File: config.mk
export PLATFORM = sky130hd
export DESIGN_NAME = ram_port_arbiter_flat
export DESIGN_NICKNAME = d
export VERILOG_FILES = /design/src/rtl/ram_port_arbiter_if.sv /design/src/rtl/ram_port_arbiter.sv /design/src/flat_wrapper.sv
export SDC_FILE = /design/constraint.sdc
export NUM_CORES = 1
export LEC_CHECK = 0
export CAP_MARGIN = 30
export CORE_MARGIN = 2
export CORE_UTILIZATION = 43
export DETAILED_ROUTE_END_ITERATION = 8
export PLACE_DENSITY = 0.92
export SYNTH_ARGS = -nofsm -noshare
export SYNTH_HDL_FRONTEND = slang
export SYNTH_SLANG_ARGS = --single-unit
export TNS_END_PERCENT = 1
File: constraint.sdc
create_clock -name clk -period 2.6 [get_ports clk]
set_input_delay 0.65 -clock clk [delete_from_list [all_inputs] [get_ports clk]]
set_output_delay 0.65 -clock clk [all_outputs]
set_load 0.02 [all_outputs]
File: src/rtl/ram_port_arbiter_if.sv
// ---------------------------------------------------------------------------
// ram_port_arbiter_if
//   Bundles the two requester handshakes and the RAM-side bus of the shared
//   256x8 data RAM arbiter into one interface.
//
//   Requester 0 (CPU core) / requester 1 (DMA / peripheral engine):
//     reqN    access request, held until ackN
//     weN     1 = write, 0 = read
//     addrN   access address
//     wdataN  write data
//     ackN    one-cycle completion pulse
//     rdataN  read data, valid with ackN and held afterwards
//     err1    pulses with ack1 when a protected requester-1 write was dropped
//
//   RAM side:
//     ram_a   RAM address (registered)
//     ram_dd  RAM write data (registered)
//     ram_wr  RAM write strobe (registered, one cycle wide)
//     ram_d   RAM asynchronous read data
//
//   Modports:
//     slave   the arbiter
//     master  the environment: both requesters plus the RAM itself
// ---------------------------------------------------------------------------
interface ram_port_arbiter_if #(
  parameter int AW = 8,
  parameter int DW = 8
);
  logic          req0;
  logic          we0;
  logic [AW-1:0] addr0;
  logic [DW-1:0] wdata0;
  logic          ack0;
  logic [DW-1:0] rdata0;

  logic          req1;
  logic          we1;
  logic [AW-1:0] addr1;
  logic [DW-1:0] wdata1;
  logic          ack1;
  logic [DW-1:0] rdata1;
  logic          err1;

  logic [AW-1:0] ram_a;
  logic [DW-1:0] ram_dd;
  logic          ram_wr;
  logic [DW-1:0] ram_d;

  modport slave (
    input  req0, we0, addr0, wdata0,
    output ack0, rdata0,
    input  req1, we1, addr1, wdata1,
    output ack1, rdata1, err1,
    output ram_a, ram_dd, ram_wr,
    input  ram_d
  );

  modport master (
    output req0, we0, addr0, wdata0,
    input  ack0, rdata0,
    output req1, we1, addr1, wdata1,
    input  ack1, rdata1, err1,
    input  ram_a, ram_dd, ram_wr,
    output ram_d
  );
endinterface

File: src/rtl/ram_port_arbiter.sv
// ---------------------------------------------------------------------------
// ram_port_arbiter
//   Shares the single-ported 256x8 data RAM between requester 0 (CPU core)
//   and requester 1 (DMA / peripheral engine). Accesses are serialised through
//   a four-state FSM (IDLE -> SETUP -> [STROBE] -> ACK -> IDLE) that drives
//   registered address, write data and a glitch-free one-cycle write strobe.
//   The RAM captures data on the rising edge of ram_wr, so address and data
//   are held for one full cycle before (SETUP) and after (ACK) the strobe.
//
//   Optionally (PROTECT_PORTS=1) requester-1 writes into the I/O port window
//   PORT_BASE..all-ones are dropped: no strobe, ack1 pulses together with err1.
//
//   Ports:
//     clk   system clock, all state changes on its rising edge
//     rst   synchronous active-high reset
//     bus   ram_port_arbiter_if.slave: both requester handshakes and RAM bus
//
//   Timing from the edge that samples req in IDLE:
//     read  : ack after 2 edges, one access per 3 cycles
//     write : ack after 3 edges, one access per 4 cycles
// ---------------------------------------------------------------------------
module ram_port_arbiter #(
  parameter int            AW            = 8,
  parameter int            DW            = 8,
  parameter logic [AW-1:0] PORT_BASE     = 8'hFC,
  parameter bit            PROTECT_PORTS = 1'b1
) (
  input logic               clk,
  input logic               rst,
  ram_port_arbiter_if.slave bus
);

  typedef enum logic [1:0] {
    IDLE   = 2'd0,
    SETUP  = 2'd1,
    STROBE = 2'd2,
    ACK    = 2'd3
  } state_t;

  state_t        state;
  logic          gnt_q;      // id of the requester currently being served
  logic          we_q;       // latched direction of the current access
  logic          last_gnt;   // id served most recently, for round-robin ties
  logic [AW-1:0] ram_a_q;
  logic [DW-1:0] ram_dd_q;
  logic          ram_wr_q;
  logic          ack0_q;
  logic          ack1_q;
  logic          err1_q;
  logic [DW-1:0] rdata0_q;
  logic [DW-1:0] rdata1_q;

  // Unsigned compare; the window runs up to all-ones with no wrap.
  function automatic logic in_port_window(input logic [AW-1:0] a);
    return (a >= PORT_BASE);
  endfunction

  // Grant choice in IDLE. On a tie the requester not served last wins;
  // last_gnt resets to 1 so requester 0 wins the very first tie.
  logic pick;
  always_comb begin
    pick = 1'b0;
    if (bus.req0 && bus.req1) pick = ~last_gnt;
    else                      pick = bus.req1;
  end

  // Only requester-1 writes can be dropped; reads and requester 0 never are.
  logic blocked;
  assign blocked = PROTECT_PORTS && gnt_q && in_port_window(ram_a_q);

  always_ff @(posedge clk) begin
    if (rst) begin
      state    <= IDLE;
      gnt_q    <= 1'b0;
      we_q     <= 1'b0;
      last_gnt <= 1'b1;
      ram_a_q  <= '0;
      ram_dd_q <= '0;
      ram_wr_q <= 1'b0;
      ack0_q   <= 1'b0;
      ack1_q   <= 1'b0;
      err1_q   <= 1'b0;
      rdata0_q <= '0;
      rdata1_q <= '0;
    end else begin
      // Pulse outputs default low; each is raised only on entry to the one
      // state in which it is meant to be high, so it lasts exactly one cycle.
      ram_wr_q <= 1'b0;
      ack0_q   <= 1'b0;
      ack1_q   <= 1'b0;
      err1_q   <= 1'b0;

      unique case (state)
        IDLE: begin
          if (bus.req0 || bus.req1) begin
            gnt_q <= pick;
            if (pick) begin
              we_q     <= bus.we1;
              ram_a_q  <= bus.addr1;
              ram_dd_q <= bus.wdata1;
            end else begin
              we_q     <= bus.we0;
              ram_a_q  <= bus.addr0;
              ram_dd_q <= bus.wdata0;
            end
            state <= SETUP;
          end
        end

        // Address and data have been stable since the grant edge.
        SETUP: begin
          if (we_q) begin
            if (blocked) begin
              ack1_q <= 1'b1;
              err1_q <= 1'b1;
              state  <= ACK;
            end else begin
              ram_wr_q <= 1'b1;
              state    <= STROBE;
            end
          end else begin
            if (gnt_q) begin
              rdata1_q <= bus.ram_d;
              ack1_q   <= 1'b1;
            end else begin
              rdata0_q <= bus.ram_d;
              ack0_q   <= 1'b1;
            end
            state <= ACK;
          end
        end

        // ram_wr is high for this whole cycle; address/data stay held in ACK.
        STROBE: begin
          if (gnt_q) ack1_q <= 1'b1;
          else       ack0_q <= 1'b1;
          state <= ACK;
        end

        ACK: begin
          last_gnt <= gnt_q;
          state    <= IDLE;
        end

        default: state <= IDLE;
      endcase
    end
  end

  assign bus.ram_a  = ram_a_q;
  assign bus.ram_dd = ram_dd_q;
  assign bus.ram_wr = ram_wr_q;
  assign bus.ack0   = ack0_q;
  assign bus.ack1   = ack1_q;
  assign bus.err1   = err1_q;
  assign bus.rdata0 = rdata0_q;
  assign bus.rdata1 = rdata1_q;

endmodule
File: src/flat_wrapper.sv
// flat-port wrapper written by rule: the top's interface ports become plain ports
module ram_port_arbiter_flat 
#(
  parameter int            AW            = 8,
  parameter int            DW            = 8,
  parameter logic [AW-1:0] PORT_BASE     = 8'hFC,
  parameter bit            PROTECT_PORTS = 1'b1
)
  (clk, rst, bus_req0, bus_we0, bus_addr0, bus_wdata0, bus_ack0, bus_rdata0, bus_req1, bus_we1, bus_addr1, bus_wdata1, bus_ack1, bus_rdata1, bus_err1, bus_ram_a, bus_ram_dd, bus_ram_wr, bus_ram_d);
  ram_port_arbiter_if #(.AW(AW), .DW(DW)) bus_i ();
  input logic clk;
  input logic rst;
  input wire logic [$bits(bus_i.req0)-1:0] bus_req0;
  input wire logic [$bits(bus_i.we0)-1:0] bus_we0;
  input wire logic [$bits(bus_i.addr0)-1:0] bus_addr0;
  input wire logic [$bits(bus_i.wdata0)-1:0] bus_wdata0;
  output wire logic [$bits(bus_i.ack0)-1:0] bus_ack0;
  output wire logic [$bits(bus_i.rdata0)-1:0] bus_rdata0;
  input wire logic [$bits(bus_i.req1)-1:0] bus_req1;
  input wire logic [$bits(bus_i.we1)-1:0] bus_we1;
  input wire logic [$bits(bus_i.addr1)-1:0] bus_addr1;
  input wire logic [$bits(bus_i.wdata1)-1:0] bus_wdata1;
  output wire logic [$bits(bus_i.ack1)-1:0] bus_ack1;
  output wire logic [$bits(bus_i.rdata1)-1:0] bus_rdata1;
  output wire logic [$bits(bus_i.err1)-1:0] bus_err1;
  output wire logic [$bits(bus_i.ram_a)-1:0] bus_ram_a;
  output wire logic [$bits(bus_i.ram_dd)-1:0] bus_ram_dd;
  output wire logic [$bits(bus_i.ram_wr)-1:0] bus_ram_wr;
  input wire logic [$bits(bus_i.ram_d)-1:0] bus_ram_d;
  assign bus_i.req0 = bus_req0;
  assign bus_i.we0 = bus_we0;
  assign bus_i.addr0 = bus_addr0;
  assign bus_i.wdata0 = bus_wdata0;
  assign bus_ack0 = bus_i.ack0;
  assign bus_rdata0 = bus_i.rdata0;
  assign bus_i.req1 = bus_req1;
  assign bus_i.we1 = bus_we1;
  assign bus_i.addr1 = bus_addr1;
  assign bus_i.wdata1 = bus_wdata1;
  assign bus_ack1 = bus_i.ack1;
  assign bus_rdata1 = bus_i.rdata1;
  assign bus_err1 = bus_i.err1;
  assign bus_ram_a = bus_i.ram_a;
  assign bus_ram_dd = bus_i.ram_dd;
  assign bus_ram_wr = bus_i.ram_wr;
  assign bus_i.ram_d = bus_ram_d;
  ram_port_arbiter #(.AW(AW), .DW(DW), .PORT_BASE(PORT_BASE), .PROTECT_PORTS(PROTECT_PORTS)) u_core (.clk(clk), .rst(rst), .bus(bus_i));
endmodule
Word level (Yosys, flattened, before mapping). Index checks and enable logic that the tools add are counted.

Muxes and demuxes: 16. Bitwise operators: 4. Eq/ne operators: 4. Reductions and logical operators: 8. Order comparisons: 1.

Operator list (number): $mux W8 (2); $mux W1 (10); $ge A8 B8 Y1 const B (1); $pmux W2 S4 (1); $reduce_and A3 Y1 (2); $eq A2 B2 Y1 const B (2); $not A1 Y1 (4); $pmux W1 S2 (2); $reduce_or A3 Y1 (1); $eq A2 B1 Y1 const B (1); $logic_and A1 B1 Y1 (2); $logic_not A2 Y1 (1); $mux W2 (1); $ne A2 B1 Y1 const B (1); $reduce_and A2 Y1 (1); $logic_or A1 B1 Y1 (1).

Register bits: 41. Output and inout bits: 36. Logic and storage cells: 45.

Longest topological paths before layout. Gate-level depths: netlist of the first run.

Depth after elaboration: 5. Gate-level depth with buffers: 6. Gate-level depth less buffers: 5.

Worst setup path after synthesis of the first run. Ideal clock, no wire load.

Path kind: input port to flip-flop. Start point: in bus_req1. End point: reg u_core.ram_a_q[2], in the netlist u_core.bus.ram_a[2]. Required time: 2.467 ns. Arrival time: 1.333 ns. Stages on the path: 5. Buffers on the path: 2. Setup time: 0.133 ns. Setup slack: 1.134 ns. Cell sequence: a21bo_1 buf_6 buf_12 mux2i_1 a21oi_1.

Word-level cells in the longest chain between the ends: 3. Elaborated cells between the ends (all ways): 5. Classes of those cells: mux: 2; reduce/logical: 3.

Ends and longest elaborated chain: from (decl) (line flat_wrapper.sv:19) `input wire logic [$bits(bus_i.req1)-1:0] bus_req1;`; $logic_and A1 B1 Y1 (line ram_port_arbiter.sv:63) `if (bus.req0 && bus.req1) pick = ~last_gnt;`; $mux W1 (line ram_port_arbiter.sv:63); $mux W8 (line ram_port_arbiter.sv:97) `if (pick) begin`; to (signal assigned) (line ram_port_arbiter.sv:99) `ram_a_q <= bus.addr1;`; to (signal assigned) (line ram_port_arbiter.sv:103) `ram_a_q <= bus.addr0;`; to (decl) (line ram_port_arbiter.sv:44) `logic [AW-1:0] ram_a_q;`.

Several ways; a longest one is shown, not always the timed one. A chain may end at the register's enable or synchronous reset.

Worst setup path after layout of the first run.
Start point: reg u_core.ram_a_q[3], in the netlist u_core.bus.ram_a[3]. End point: out bus_ram_a[3].

RTL lines: to (decl) (line flat_wrapper.sv:26) `output wire logic [$bits(bus_i.ram_a)-1:0] bus_ram_a;`.

No word-level cell between the ends.

==> reports/metrics.yaml, run 1 <==
run_status:
  status: "finished, final reports clean"
final_layout:
  final_area_mm2: 0.00265
  nets: 302
  antenna_cells: 0
  areaGrowthSynthToFinish_pct: 54.7
  drive_gt1_frac: 0.0435
critical_path:
  path_cells: "clkdlybuf4s50_1"
  path_max_fanout: 4
  critical_path_class: "register to output port"
  worstReg2RegEnd: "u_core.bus.ram_dd[3]"
  critPathTopFamily: "buffers and inverters"
  start_kind: "register"
  r2r_start: "u_core.state[0]"
  worst_ep_arrival_time_ns: 1.31
  slowest_delay_ns: 0.64
  worst-path-buf-inv: 1
  r2r_slack_ns: 0.89
  worst_r2r_path_depth: 5
  endpoint_kind: "output port"
  cp_data_required_time_ns: 1.95
  cp_slowest_cell: "clkdlybuf4s50_1"
global_route:
  first_global_vias: 1406
  grt_pass1_wl_um: 6430
  track_usage: 0.194
  grt_max_degree: 36
  gr-total-overflow: 0
  antenna_found_initial: 0
yosys:
  syn-cell-area_mm2: 0.00171
  synth-main-ff-cell: "dfxtp_1"
  netlist_top_cells_area: "dfxtp_1, mux2i_1, a21oi_1"
  synth-seq-area-share: 0.479
  yosysMostFrequentCell: "dfxtp_1"
  synth_nets: 222
  yosys_warnings: 0
  synthCells: 172
  synth-edff-count: 0
  yosys-top-cells-count: "dfxtp_1, mux2i_1, nor2_1"
  synth_top_cell_area_share: 0.479
  synth.avg_cell_area_um2: 9.97
  async_flop_share: 0
  ys_ff_latch: 41
  synth_cell_types: 29
  synth_top_cell_by_area: "dfxtp_1"
die:
  dieWidth_um: 67.1
  rows: 22
  ios: 82
  die-height_um: 67.1
  core_area_mm2: 0.00374
  initial_utilization: 0.458
  die_area_mm2: 0.00451
power_and_ir_drop:
  ir_drop_v: 0.000886
  power_density_mw_per_mm2: 931
  leakage_nw: 1.12
clock_tree:
  postCtsSetupBuffers: 0
  path_clk_slew_ns: 0.07
  cts_root_buf: "clkbuf_8"
  clk_latency_ns: 0.29
  clockBufferDepth: 2
  ctsResizeCount: 0
  ctsHoldBuffers: 0
  cts_sinks: 41
  cts_buffers: 5
  cts_tree: "yes"
  h-tree-depth: 2
detailed_routing:
  initialDrtViolationCount: 82
  routed_via_density: 5.03
  drt_pre_antenna_iters: 4
  ant_nets: 0
  avgRoutedWirePerCell_um: 14.0
  routed_wl_um: 4210
  vias: 1514
  drcViolationCount: 0
min_path:
  min_from: "u_core.bus.rdata0[3]"
  hold_class: "register to register"
  whs_endpoint: "u_core.bus.rdata0[3]"
  hold_depth: 2
timing:
  fmax_ghz: 0.511
  drv_slew: 0
  skew_ns: 0.00972
  finalCriticalPeriod_ns: 1.96
  fin_crit_sh: 0.752
  fin_tns_setup_ns: 0
  hold_viol: 0
  worst_pin_slew_ns: 0.569
  slew-limit-headroom: 0.621
  fin_ws_ns: 0.644
  finalSetupViolCount: 0
  timing.hold.ws_ns: 0.498
  rsz0062_at_grt: "false"
place:
  hpwl_um: 3090
  gp_congestion: 0.763
  place_area_mm2: 0.00253
  dp_slack_ns: 0.483
  port-buffer-count: 81
flow_run:
  drv_cap: 0
## logic make-up (layout without fill, tap and decap cells)
family | Yosys count | in the layout | synth area share
buffers and inverters | 15 | 96 | 0.0511
adders and majority gates | 4 | 4 | 0.0292
AOI/OAI and AO/OA | 42 | 42 | 0.135
DFF | 41 | 41 | 0.479
and+or+nand+nor | 35 | 35 | 0.101
muxes | 35 | 35 | 0.204
## final cells by class
type	instances	area, µm²
Multi-Input combinational cell	116	806
Inverter	4	15.0
Timing Repair Buffer	84	833
Clock inverter	1	30.0
Sequential cell	41	821
Clock buffer	7	86.3
Tap cell	48	60.1
Fill cell	284	1090
## where the power goes
part / switching (mW) / internal (mW) / total (mW)
Sequential: 0.113 / 0.791 / 0.904
Clock: 0.212 / 0.313 / 0.525
Combinational: 0.541 / 0.498 / 1.04
## worst max-delay path by stage
| stage | from | end | slack (ns) | cells after the start |
|---|---|---|---|---|
| after floorplan | bus_req1 | u_core.bus.ram_a[2] | 1.13 | 5 |
| after global placement | bus_req1 | u_core.bus.ram_dd[2] | 0.55 | 5 |
| after detailed placement | bus_req1 | u_core.bus.ram_a[5] | 0.48 | 4 |
| after CTS | u_core.bus.ram_a[3] | bus_ram_a[3] | 0.64 | 1 |
| after global routing | u_core.bus.ram_a[2] | bus_ram_a[2] | 0.59 | 1 |
| final | u_core.bus.ram_a[3] | bus_ram_a[3] | 0.64 | 1 |
## stage by stage
stage               cells  utilization  total power, mW
floorplan             172            -             1.53
finish                301        0.708             2.47
detailed placement    293        0.677             1.95
global placement      293        0.677             1.92
global route          301        0.708             2.59
CTS                   301        0.708             2.47
## sequential cells by signal, indices dropped and copies added, names as in the netlist
name               cells
u_core.gnt_q           1
u_core.bus.ram_a       8
u_core.we_q            1
u_core.bus.ack1        1
u_core.bus.ram_wr      1
u_core.bus.ram_dd      8
u_core.bus.rdata0      8
u_core.bus.rdata1      8
u_core.bus.err1        1
u_core.last_gnt        1
u_core.state           2
u_core.bus.ack0        1
## cells in the final DEF, fill, tap and decap left out, drive strengths merged, types with 2 or more instances in the layout
cell            n
nor2b           2
nor2           20
ha              4
inv             4
nor3b           2
o21ai          17
buf             3
clkbuf          7
mux2i          35
a21oi          19
dfxtp          41
clkdlybuf4s50  81
nand3           2
nand2           2
## per-layer routing
metal	vias up	global-route usage	part of all wire
li1	768	-	-
met1	706	0.224	0.42
met3	4	0.0617	0.046
met4	0	0.0714	0.013
met5	-	0	0
met2	36	0.335	0.52
Note: power is estimated with default switching activity, not from simulation.
==> inputs of run 2 (changes only) <==
Settings changed: CORE_UTILIZATION 43 to 40, PLACE_DENSITY 0.92 to 0.87.
Clock period 2.6 ns to 1.8 ns, I/O delays scaled along.
==> run 2 against run 1 <==
  * Global-route usage down 1.1 points
  * Core utilization shrank 5.1 points
  * Hold slack better by 0.0030 ns
  * Critical endpoint unchanged
  * Largest power group unchanged
  * Highest routed layer unchanged
==> reports/metrics.yaml, run 2 (synthesized netlist as in run 1, its figures left out) <==
die:
  dieWidth_um: 69.5
  initial_utilization: 0.422
  die-height_um: 69.5
  core_area_mm2: 0.00406
  ios: 82
  die_area_mm2: 0.00482
  rows: 23
detailed_routing:
  ant_nets: 0
  initialDrtViolationCount: 97
  routed_wl_um: 4300
  drcViolationCount: 0
  vias: 1529
  routed_via_density: 5.01
  avgRoutedWirePerCell_um: 14.1
  drt_pre_antenna_iters: 4
critical_path:
  path_max_fanout: 4
  critical_path_class: "register to output port"
  r2r_start: "u_core.state[1]"
  crit_cells: 1
  worstReg2RegEnd: "u_core.bus.rdata0[6]"
  worst_r2r_path_depth: 6
  worst_ep_arrival_time_ns: 1.31
  endpoint_kind: "output port"
  path_cells: "clkdlybuf4s50_1"
  r2r_slack_ns: 0.21
  critPathTopFamily: "buffers and inverters"
  slowest_delay_ns: 0.63
  cp_data_required_time_ns: 1.35
  start_kind: "register"
  cp_slowest_cell: "clkdlybuf4s50_1"
  worst-path-buf-inv: 1
flow_run:
  drv_cap: 0
place:
  port-buffer-count: 81
  place_area_mm2: 0.00258
  dp_slack_ns: -0.0943
  hpwl_um: 3210
  gp_congestion: 0.756
final_layout:
  nets: 304
  final_area_mm2: 0.00267
  drive_gt1_frac: 0.0510
  areaGrowthSynthToFinish_pct: 55.5
  final_common_cell: "clkdlybuf4s50_1"
  antenna_cells: 0
  fillers: 338
  mostFrequentLayoutCells: "clkdlybuf4s50_1, dfxtp_1, mux2i_1, nor2_1, a21oi_1"
timing:
  drv_slew: 0
  fin_ws_ns: 0.0372
  fmax_ghz: 0.567
  fin_crit_sh: 0.979
  finalCriticalPeriod_ns: 1.76
  fin_tns_setup_ns: 0
  hold_viol: 0
  rsz0062_at_grt: "false"
  skew_ns: 0.00733
  worst_pin_slew_ns: 0.364
  slew-limit-headroom: 0.757
  finalSetupViolCount: 0
global_route:
  gr-total-overflow: 0
  track_usage: 0.183
  top_usage_layer: "met2"
  grt_pass1_wl_um: 7130
  use_met2: 0.334
  first_global_vias: 1539
  antenna_found_initial: 0
  grt_max_degree: 36
  globalRouteMet3Util: 0.0291
  met1_usage: 0.210
clock_tree:
  cts_sinks: 41
  clk_latency_ns: 0.29
  h-tree-depth: 2
  cts_tree: "yes"
  ctsResizeCount: 0
  ctsHoldBuffers: 0
  path_clk_slew_ns: 0.08
  cts_buffers: 5
  cts_root_buf: "clkbuf_8"
  clockBufferDepth: 2
  postCtsSetupBuffers: 0
min_path:
  whs_endpoint: "u_core.bus.rdata1[1]"
  hold_class: "register to register"
  hold_depth: 2
  min_from: "u_core.bus.rdata1[1]"
power_and_ir_drop:
  sw_frac_of_total: 0.369
  p_int_mw: 2.15
  ir_drop_v: 0.000831
  leakage_nw: 1.13
  pwr-share-clk: 0.167
  power_density_mw_per_mm2: 1280
  p_seq_frac: 0.383
  p_sw_mw: 1.26
  p_comb_frac: 0.450
  power_mw: 3.42
run_status:
  status: "finished, final reports clean"
-- run 2: how the worst max path moves through the flow --
stage,end,slack (ns),start
after floorplan,u_core.bus.rdata0[0],0.47,u_core.state[0]
after global placement,u_core.gnt_q,-0.03,bus_req1
after detailed placement,u_core.bus.ram_dd[2],-0.09,bus_req1
after CTS,bus_ram_a[3],0.04,u_core.bus.ram_a[3]
after global routing,bus_ram_a[2],0.008,u_core.bus.ram_a[2]
final,bus_ram_a[3],0.04,u_core.bus.ram_a[3]
-- run 2: power groups by stage --
stage / sequential [mW] / combinational [mW] / clock [mW]
4_1_cts: 1.31 / 1.53 / 0.582
5_1_grt: 1.34 / 1.67 / 0.619
3_3_place_gp: 1.31 / 1.48 / 0
6_report: 1.31 / 1.54 / 0.572
2_1_floorplan: 1.53 / 0.684 / 0
3_5_place_dp: 1.32 / 1.52 / 0
-- run 2: per-stage QoR --
stage	instances	hold slack, ns	utilization
after floorplan	172	0.465	-
after global placement	297	0.475	0.635
after detailed placement	297	0.487	0.635
after global routing	305	0.541	0.657
final	305	0.501	0.657
after CTS	305	0.506	0.656
-- run 2: final cells by class --
type | count | area (µm²) | share of cell area
clock buffer | 6 | 72.6 | 0.0272
clock inverter | 2 | 10.0 | 0.00375
inverter | 4 | 15.0 | 0.00563
multi-input combinational | 116 | 812 | 0.305
sequential | 41 | 821 | 0.308
tap | 50 | 62.6 | 0.0235
timing repair buffer | 86 | 873 | 0.328
-- run 2: per-layer routing --
| metal | vias up | part of all wire |
|---|---|---|
| met4 | 0 | 0.024 |
| met3 | 11 | 0.036 |
| met1 | 709 | 0.42 |
| met5 | - | 0 |
| met2 | 39 | 0.52 |
| li1 | 770 | - |
